--- src/rtl/camera_pkg.sv ---
// Shared types and helpers for the camera pixel pipeline crop and encoder setup.
package camera_pkg;

  typedef enum logic [1:0] {
    DECIMATE_1 = 2'd0,
    DECIMATE_2 = 2'd1,
    DECIMATE_4 = 2'd2,
    DECIMATE_8 = 2'd3
  } decimation_e;

  typedef enum logic [1:0] {
    WAIT_IDLE = 2'd0,
    ARMED     = 2'd1,
    ACTIVE    = 2'd2,
    SKIP      = 2'd3
  } crop_state_e;

  localparam int unsigned SIZE_CALC_WIDTH = 32;

  // Output dimension of a window span after 1-in-2^d decimation, rounding up.
  function automatic logic [SIZE_CALC_WIDTH-1:0] crop_size(
    input logic [SIZE_CALC_WIDTH-1:0] span,
    input decimation_e                decimation
  );
    logic [SIZE_CALC_WIDTH-1:0] round_up;
    round_up = (SIZE_CALC_WIDTH'(1) << decimation) - SIZE_CALC_WIDTH'(1);
    return (span + round_up) >> decimation;
  endfunction

endpackage

--- src/rtl/crop_position_counter.sv ---
// Pixel x/y position tracking within a frame; both counters saturate instead of wrapping.
module crop_position_counter #(
  parameter int unsigned COORD_WIDTH = 11
) (
  input  logic                   clock_in,
  input  logic                   reset_in,
  input  logic                   line_valid,
  input  logic                   frame_valid,
  output logic [COORD_WIDTH-1:0] x_pos,
  output logic [COORD_WIDTH-1:0] y_pos
);

  localparam logic [COORD_WIDTH-1:0] COORD_MAX = '1;

  logic line_active;
  logic line_active_q;

  // Line strobes outside a frame do not move the counters.
  assign line_active = line_valid & frame_valid;

  always_ff @(posedge clock_in) begin
    if (reset_in) begin
      x_pos         <= '0;
      y_pos         <= '0;
      line_active_q <= 1'b0;
    end else begin
      line_active_q <= line_active;

      if (!line_active) begin
        x_pos <= '0;
      end else if (x_pos != COORD_MAX) begin
        x_pos <= x_pos + COORD_WIDTH'(1);
      end

      if (!frame_valid) begin
        y_pos <= '0;
      end else if (line_active_q && !line_active && (y_pos != COORD_MAX)) begin
        y_pos <= y_pos + COORD_WIDTH'(1);
      end
    end
  end

endmodule

--- src/rtl/dynamic_crop.sv ---
// Runtime crop window with power-of-two decimation; window settings latch once per frame.
module dynamic_crop
  import camera_pkg::*;
#(
  parameter int unsigned DATA_WIDTH  = 10,
  parameter int unsigned CHANNELS    = 3,
  parameter int unsigned COORD_WIDTH = 11
) (
  input  logic                           clock_in,
  input  logic                           reset_in,
  input  logic [CHANNELS*DATA_WIDTH-1:0] data_in,
  input  logic                           line_valid_in,
  input  logic                           frame_valid_in,
  input  logic [COORD_WIDTH-1:0]         x_start_in,
  input  logic [COORD_WIDTH-1:0]         x_end_in,
  input  logic [COORD_WIDTH-1:0]         y_start_in,
  input  logic [COORD_WIDTH-1:0]         y_end_in,
  input  logic [1:0]                     decimation_in,
  output logic [CHANNELS*DATA_WIDTH-1:0] data_out,
  output logic                           line_valid_out,
  output logic                           frame_valid_out,
  output logic [COORD_WIDTH-1:0]         x_size_out,
  output logic [COORD_WIDTH-1:0]         y_size_out,
  output logic                           frame_done_out,
  output logic                           window_error_out
);

  localparam int unsigned PIXEL_WIDTH = CHANNELS * DATA_WIDTH;
  localparam int unsigned SPAN_WIDTH  = COORD_WIDTH + 1;

  crop_state_e state_q;
  crop_state_e state_d;

  logic                   frame_valid_q;
  logic [COORD_WIDTH-1:0] x_start_q;
  logic [COORD_WIDTH-1:0] x_end_q;
  logic [COORD_WIDTH-1:0] y_start_q;
  logic [COORD_WIDTH-1:0] y_end_q;
  decimation_e            decimation_q;

  logic [COORD_WIDTH-1:0] x_pos;
  logic [COORD_WIDTH-1:0] y_pos;

  logic                   frame_rise_c;
  logic                   frame_fall_c;
  logic                   window_empty_c;
  logic                   latch_c;
  logic                   done_c;
  logic                   active_c;
  logic                   keep_c;
  logic [COORD_WIDTH-1:0] x_lo_c;
  logic [COORD_WIDTH-1:0] x_hi_c;
  logic [COORD_WIDTH-1:0] y_lo_c;
  logic [COORD_WIDTH-1:0] y_hi_c;
  logic [1:0]             dec_c;
  logic [COORD_WIDTH-1:0] dec_mask_c;
  logic [COORD_WIDTH-1:0] x_off_c;
  logic [COORD_WIDTH-1:0] y_off_c;
  logic [SPAN_WIDTH-1:0]  x_span_c;
  logic [SPAN_WIDTH-1:0]  y_span_c;
  logic [COORD_WIDTH-1:0] x_size_c;
  logic [COORD_WIDTH-1:0] y_size_c;

  crop_position_counter #(
    .COORD_WIDTH (COORD_WIDTH)
  ) u_position (
    .clock_in    (clock_in),
    .reset_in    (reset_in),
    .line_valid  (line_valid_in),
    .frame_valid (frame_valid_in),
    .x_pos       (x_pos),
    .y_pos       (y_pos)
  );

  assign frame_rise_c   = frame_valid_in & ~frame_valid_q;
  assign frame_fall_c   = ~frame_valid_in & frame_valid_q;
  assign window_empty_c = (x_end_in <= x_start_in) || (y_end_in <= y_start_in);

  // Frame sequencing: latch on the rising frame edge, report done on the falling edge.
  always_comb begin
    state_d = state_q;
    latch_c = 1'b0;
    done_c  = 1'b0;
    case (state_q)
      WAIT_IDLE: begin
        if (!frame_valid_in) state_d = ARMED;
      end
      ARMED: begin
        if (frame_rise_c) begin
          latch_c = 1'b1;
          state_d = window_empty_c ? SKIP : ACTIVE;
        end
      end
      ACTIVE: begin
        if (frame_fall_c) begin
          done_c  = 1'b1;
          state_d = ARMED;
        end
      end
      SKIP: begin
        if (frame_fall_c) state_d = ARMED;
      end
      default: state_d = WAIT_IDLE;
    endcase
  end

  // The latch cycle's own pixel is judged against the window being latched.
  always_comb begin
    x_lo_c     = latch_c ? x_start_in : x_start_q;
    x_hi_c     = latch_c ? x_end_in : x_end_q;
    y_lo_c     = latch_c ? y_start_in : y_start_q;
    y_hi_c     = latch_c ? y_end_in : y_end_q;
    dec_c      = latch_c ? decimation_in : decimation_q;
    active_c   = latch_c ? ~window_empty_c : (state_q == ACTIVE);
    dec_mask_c = COORD_WIDTH'((32'd1 << dec_c) - 32'd1);
    x_off_c    = x_pos - x_lo_c;
    y_off_c    = y_pos - y_lo_c;
    keep_c     = active_c && line_valid_in && frame_valid_in &&
                 (x_pos >= x_lo_c) && (x_pos < x_hi_c) &&
                 (y_pos >= y_lo_c) && (y_pos < y_hi_c) &&
                 ((x_off_c & dec_mask_c) == '0) &&
                 ((y_off_c & dec_mask_c) == '0);
    x_span_c   = SPAN_WIDTH'(x_end_in) - SPAN_WIDTH'(x_start_in);
    y_span_c   = SPAN_WIDTH'(y_end_in) - SPAN_WIDTH'(y_start_in);
    x_size_c   = COORD_WIDTH'(crop_size(SIZE_CALC_WIDTH'(x_span_c), decimation_e'(decimation_in)));
    y_size_c   = COORD_WIDTH'(crop_size(SIZE_CALC_WIDTH'(y_span_c), decimation_e'(decimation_in)));
  end

  always_ff @(posedge clock_in) begin
    if (reset_in) begin
      state_q <= WAIT_IDLE;
    end else begin
      state_q <= state_d;
    end
  end

  // Shadow window and registered outputs.
  always_ff @(posedge clock_in) begin
    if (reset_in) begin
      frame_valid_q    <= 1'b0;
      x_start_q        <= '0;
      x_end_q          <= '0;
      y_start_q        <= '0;
      y_end_q          <= '0;
      decimation_q     <= DECIMATE_1;
      data_out         <= '0;
      line_valid_out   <= 1'b0;
      frame_valid_out  <= 1'b0;
      x_size_out       <= '0;
      y_size_out       <= '0;
      frame_done_out   <= 1'b0;
      window_error_out <= 1'b0;
    end else begin
      frame_valid_q <= frame_valid_in;
      if (latch_c) begin
        x_start_q        <= x_start_in;
        x_end_q          <= x_end_in;
        y_start_q        <= y_start_in;
        y_end_q          <= y_end_in;
        decimation_q     <= decimation_e'(decimation_in);
        x_size_out       <= x_size_c;
        y_size_out       <= y_size_c;
        window_error_out <= window_empty_c;
      end
      data_out        <= keep_c ? data_in : PIXEL_WIDTH'(0);
      line_valid_out  <= keep_c;
      frame_valid_out <= (state_d == ACTIVE);
      frame_done_out  <= done_c;
    end
  end

endmodule

--- config.mk ---
export PLATFORM = sky130hd
export DESIGN_NAME = dynamic_crop
export DESIGN_NICKNAME = d
export VERILOG_FILES = /design/src/rtl/camera_pkg.sv /design/src/rtl/crop_position_counter.sv /design/src/rtl/dynamic_crop.sv
export SDC_FILE = /design/constraint.sdc
export NUM_CORES = 1
export LEC_CHECK = 0
export ABC_AREA = 1
export BUFFER_PORTS_ARGS = -buffer_cell sky130_fd_sc_hd__buf_2
export CORE_MARGIN = 2
export CORE_UTILIZATION = 30
export CTS_BUF_LIST = sky130_fd_sc_hd__clkbuf_16
export DETAILED_ROUTE_END_ITERATION = 16
export SLEW_MARGIN = 15
export SYNTH_ARGS = -nofsm -noshare
export SYNTH_HDL_FRONTEND = slang
export SYNTH_SLANG_ARGS = --single-unit
--- constraint.sdc ---
create_clock -name clock_in -period 9 [get_ports clock_in]
set_clock_uncertainty 0.05 [all_clocks]
set_input_delay 1.8 -clock clock_in [delete_from_list [all_inputs] [get_ports clock_in]]
set_output_delay 1.8 -clock clock_in [all_outputs]
set_load 0.01 [all_outputs]
Word level (Yosys, flattened, before mapping). Cells that the tools add are included.

Bits in latches: 0. Output and inout bits: 56. RAM bits: 0. Bits in read-only memories: 0. Bits of input ports: 80. Memories kept: 0. Register bits after elaboration: 128. Logic and storage cells: 88.

Equal/unequal tests: 6. Reduce and logical (&&, ||, !) cells: 20. Magnitude comparators: 6. Bitwise operators: 11. Multipliers: 0. Muxes and demuxes: 14. Div/mod/pow operators: 0. Add/sub/neg operators: 10. Shift-type cells: 4.

Operators with widths (number): $add A12 B32 Y32 (2); $shr A32 B2 Y11 (2); $mux W11 (4); $shl A1 B2 Y32 const A (1); $sub A32 B2 Y32 const B (1); $sub A11 B11 Y12 (2); $add A11 B1 Y11 const B (2); $and A11 B11 Y11 (2); $ge A11 B11 Y1 (2); $le A11 B11 Y1 (2); $logic_not A11 Y1 (2); $lt A11 B11 Y1 (2); $ne A11 B11 Y1 const B (2); $sub A11 B11 Y11 (2); $shl A1 B2 Y11 const A (1); $sub A11 B1 Y11 const B (1); $logic_and A1 B1 Y1 (10); $reduce_or A2 Y1 (5); $mux W2 (4); $eq A2 B2 Y1 const B (3); $not A1 Y1 (6); $pmux W2 S3 (1); $mux W1 (5); $and A1 B1 Y1 (3); 4 further kinds (4).

Longest topological paths before layout.
Depth in word-level cells: 15. Gate-level depth with buffers: 23.

Modules after synthesis. A second synthesis with hierarchy kept.

Cell total of the unflattened synthesis: 1214. Area, all modules: 8503.2 sq um.

By module, submodules not included: dynamic_crop (cells each 1042, area an instance 7317.0 sq um, instances 1); crop_position_counter (cells each 172, area an instance 1186.1 sq um, instances 1).

Worst setup path after synthesis. Ideal clock, no wire load.

Kind: in2reg. Start: in y_start_in[2]. End: reg y_size_out[8]. Arrival time: 4.282 ns. Path buffers: 0. Library setup time: 0.110 ns. Stages: 21. Slack: 4.559 ns. Cells stage by stage: inv_1 > ha_1 > or2_2 > nand3_1 > nand2_1 > a21oi_1 > xor2_1 > inv_1 > ha_1 > a21oi_1 > nor2_1 > a211oi_1 > nand2_1 > nand2_1 > nand2_1 > nand2_1 > nand3_1 > nand3_1 > nand3_1 > nand2_1 > inv_1.

Longest elaborated chain between the ends: 3.

Ends and longest elaborated chain: from (decl) (line dynamic_crop.sv:16) `input logic [COORD_WIDTH-1:0] y_start_in,`; $sub A11 B11 Y12 (line dynamic_crop.sv:124) `y_span_c = SPAN_WIDTH'(y_end_in) - SPAN_WIDTH'(y_start_in);`; $add A12 B32 Y32 (line camera_pkg.sv:27) `return (span + round_up) >> decimation;`; $shr A32 B2 Y11 (line camera_pkg.sv:27); to (signal assigned) (line dynamic_crop.sv:162) `y_size_out <= y_size_c;`; to (decl) (line dynamic_crop.sv:23) `output logic [COORD_WIDTH-1:0] y_size_out,`.

No other way between the ends. A chain may end at the register's enable or synchronous reset.

Final worst setup path.
Start: in frame_valid_in. End: reg data_out[1].

Elaborated cells on any way between the ends: 31.

RTL lines: from (decl) (line dynamic_crop.sv:13) `input logic frame_valid_in,`; $and A1 B1 Y1 * (line dynamic_crop.sv:75) `assign frame_rise_c = frame_valid_in & ~frame_valid_q;`; $mux W1 * (line dynamic_crop.sv:89) `if (frame_rise_c) begin`; $mux W1 * (line dynamic_crop.sv:84) `case (state_q)`; $mux W11 *; named net x_lo_c[0] (line dynamic_crop.sv:51) `logic [COORD_WIDTH-1:0] x_lo_c;`; parallel branches: the longest is 5 deep, another holds $sub A11 B11 Y11; $logic_and A1 B1 Y1 * (line dynamic_crop.sv:120) `(y_pos >= y_lo_c) && (y_pos < y_hi_c) &&`; $logic_and A1 B1 Y1 * (line dynamic_crop.sv:121) `((x_off_c & dec_mask_c) == '0) &&`; $not A1 Y1 (no source line) *; $reduce_or A2 Y1 (no source line) *; to (signal assigned) (line dynamic_crop.sv:165) `data_out <= keep_c ? data_in : PIXEL_WIDTH'(0);`; to (decl) (line dynamic_crop.sv:19) `output logic [CHANNELS*DATA_WIDTH-1:0] data_out,`.

Mark *: on every way through the listed nets, which the timed path passes.

==> results.json <==
{
  "start_kind": "primary input",
  "h-tree-depth": 4,
  "wl_per_cell_um": 13.1,
  "async_flop_share": 0,
  "synth_largest_area_cell": "dfxtp_1",
  "initial_core_util": 0.306,
  "cts_buffer_depth": 2,
  "first_pass_iters": 5,
  "synth.area.top_cells": "dfxtp_1 (31%), ha_1 (13%), nand2_1 (9.0%)",
  "worst_pin_slew_ns": 0.928,
  "placedCellCount": 1605,
  "synth_ff_type": "dfxtp_1",
  "status": "finished, final reports clean",
  "fp.dieW_um": 170,
  "p_comb_frac": 0.266,
  "final_cell_mix": "nand2_1 (197), inv_1 (176), buf_2 (135)",
  "peakVddDrop_mv": 0.125,
  "min_delay_path_depth": 2,
  "synth_top_area_frac": 0.310,
  "grt.overflow.total": 0,
  "dp_slack_ns": 3.64,
  "num_vias": 7674,
  "avgSynthCellArea_sq_um": 7.18,
  "drt-vias-per-instance": 4.69,
  "p_clk_frac": 0.396,
  "yosysUniqueCellTypes": 44,
  "sw_frac_of_total": 0.332,
  "nNetsFinal": 1458,
  "power.density_nw_per_um2": 179,
  "die_y_um": 170,
  "yosysWarnings": 0,
  "critPathCaptureType": "register",
  "reg2reg_slack_ns": 5.27,
  "portBuffers": 135,
  "antenna_found_initial": 0,
  "maxCapViolCount": 0,
  "ios": 136,
  "numClockSinks": 128,
  "min_period_ns": 4.92,
  "rows": 60,
  "cts_root_buf": "clkbuf_16",
  "grt_setup_unrepaired": "false",
  "synth_edf_count": 0,
  "fmax_mhz": 203,
  "grt_use_total": 0.151,
  "p_switching_w": 0.000586,
  "r2r_cells": 12,
  "clkTransAtPathRegs_ns": 0.06,
  "r2r-end": "data_out[1]$_SDFF_PP0_",
  "final_cells": 1637,
  "grt_pass1_vias": 7281,
  "p_leak_nw": 5.08,
  "postCtsSetupBuffers": 0,
  "seqPwrFrac": 0.337,
  "path_class": "in -> reg",
  "drcViolationCount": 0,
  "dp_hpwl_mm": 17.0,
  "finalWorstSetupSlack_ns": 4.08,
  "grt_pass1_wl_mm": 35.1,
  "worstPathMaxFanout": 51,
  "diodes": 0,
  "coreArea_sq_um": 27000,
  "fill_cells": 2918,
  "cts_resized": 0,
  "routabilityCongestion": 0.859,
  "reg2reg_from": "state_q[1]$_SDFF_PP0_",
  "cts_hold_buf": 0,
  "synth_cells": 1150,
  "hp-start": "x_size_out[5]$_SDFFE_PP0P_",
  "syn_area_sq_um": 8260,
  "layout-drive-gt1-share": 0.171,
  "period_share": 0.547,
  "cts_buffers": 17,
  "final_common_cell": "nand2_1",
  "worstPathArrival_ns": 5.20,
  "routed_wl_mm": 21.5,
  "postRouteAntennaNets": 0,
  "ys_seq_area_frac": 0.310,
  "relSlewSlack": 0.380,
  "power.internal_w": 0.00118,
  "ys_seq_elements": 128,
  "synthToLayoutAreaGrowth_pct": 19.3,
  "slew_violations": 0,
  "tns_ns": 0,
  "required_ns": 9.28,
  "clock_latency_ns": 0.42,
  "die-area_sq_um": 28900,
  "hold_class": "reg -> reg",
  "holdPathEnd": "x_size_out[5]$_SDFFE_PP0P_",
  "drt_iter0_markers": 386,
  "setup_viol": 0,
  "tritoncts": "done",
  "hold_viol_final": 0,
  "fin_util": 0.365,
  "grt_max_degree": 64
}
synth_stat cells, types with 3 or more instances:
library cell and number:
mux2i_1 21, fa_1 6, inv_1 176, clkbuf_1 16, xor2_1 17, buf_1 5, nor2_1 107, or2_2 8
xnor2_1 8, nand3_1 87, a21o_1 4, nand4_1 16, a21oi_1 78, nand3b_1 5, a31oi_1 19, nand2_1 197
o21a_1 3, dfxtp_1 128, buf_6 4, ha_1 89, inv_2 3, nor3_1 16, o21ai_0 67, buf_2 6
a211oi_1 5, nor2_2 33, o211ai_1 3
worst max-delay path by stage:
stage | endpoint | slack, ns | startpoint | cells past startpoint
6_report | data_out[1]$_SDFF_PP0_ | 4.08 | frame_valid_in | 14
3_3_place_gp | data_out[29]$_SDFF_PP0_ | 3.70 | frame_valid_in | 14
5_1_grt | data_out[24]$_SDFF_PP0_ | 3.78 | frame_valid_in | 14
2_1_floorplan | y_size_out[8]$_SDFFE_PP0P_ | 4.56 | y_start_in[2] | 21
4_1_cts | data_out[1]$_SDFF_PP0_ | 4.08 | frame_valid_in | 14
3_5_place_dp | data_out[2]$_SDFF_PP0_ | 3.64 | frame_valid_in | 14
flip-flops by register name, summed over array words and instances, names as in the netlist:
register	count
frame_done_out	1
decimation_q	2
u_position.x_pos	11
x_start_q	11
window_error_out	1
frame_valid_out	1
y_start_q	11
x_end_q	11
frame_valid_q	1
y_size_out	11
state_q	2
x_size_out	11
u_position.line_active_q	1
y_end_q	11
line_valid_out	1
u_position.y_pos	11
data_out	30
layer usage:
metal  track usage  vias up  share of wire
li1              -     4038              -
met1         0.186     3453           0.46
met2         0.266      162           0.48
met3        0.0295       21          0.043
met4        0.0479        0          0.012
met5             0        -              0
power by group through the flow:
stage          clock network (W)  registers (W)  logic [W]
2_1_floorplan                  0       0.000610   0.000347
4_1_cts                 0.000717       0.000595   0.000470
3_3_place_gp                   0       0.000607   0.000462
5_1_grt                 0.000740       0.000597   0.000541
6_report                0.000699       0.000595   0.000470
3_5_place_dp                   0       0.000608   0.000467
through the flow:
stage               area, sq um  total power (W)  hold slack (ns)
floorplan                  8280         0.000957            0.411
global placement           9250          0.00107            0.426
detailed placement         9250          0.00107            0.427
CTS                        9850          0.00178            0.437
global route               9850          0.00188            0.459
finish                     9850          0.00176            0.435
critical path, cell delays in order:
cell and delay (ns):
buf_2 0.12, inv_2 0.09, nor2_2 0.04, nand2_2 0.06, buf_4 0.57, o21ai_0 0.28
ha_1 0.28, fa_1 0.38, xnor2_1 0.13, o21ai_0 0.16, nand3_1 0.10, nor3_2 0.14
nand3_2 0.72, nor2_2 0.29
kinds of logic after synthesis:
| kind of cell | count (synthesis) | synth area share |
|---|---|---|
| AOI/OAI and AO/OA | 195 | 0.133 |
| xor gates and xnor gates | 25 | 0.0265 |
| adders and majority gates | 95 | 0.149 |
| buffers and inverters | 210 | 0.100 |
| DFF | 128 | 0.310 |
| muxes | 21 | 0.0255 |
| other | 1 | 0.000454 |
| and+or+nand+nor | 475 | 0.255 |
area by class of cell:
| class | instances | area [sq um] | area share |
|---|---|---|---|
| tap | 341 | 427 | 0.0433 |
| clock inverter | 15 | 173 | 0.0175 |
| inverter | 179 | 672 | 0.0682 |
| clock buffer | 17 | 425 | 0.0432 |
| sequential | 128 | 2560 | 0.260 |
| timing repair buffer | 138 | 698 | 0.0709 |
| multi-input combinational | 819 | 4890 | 0.497 |
Note: power is estimated with default switching activity, not from simulation.
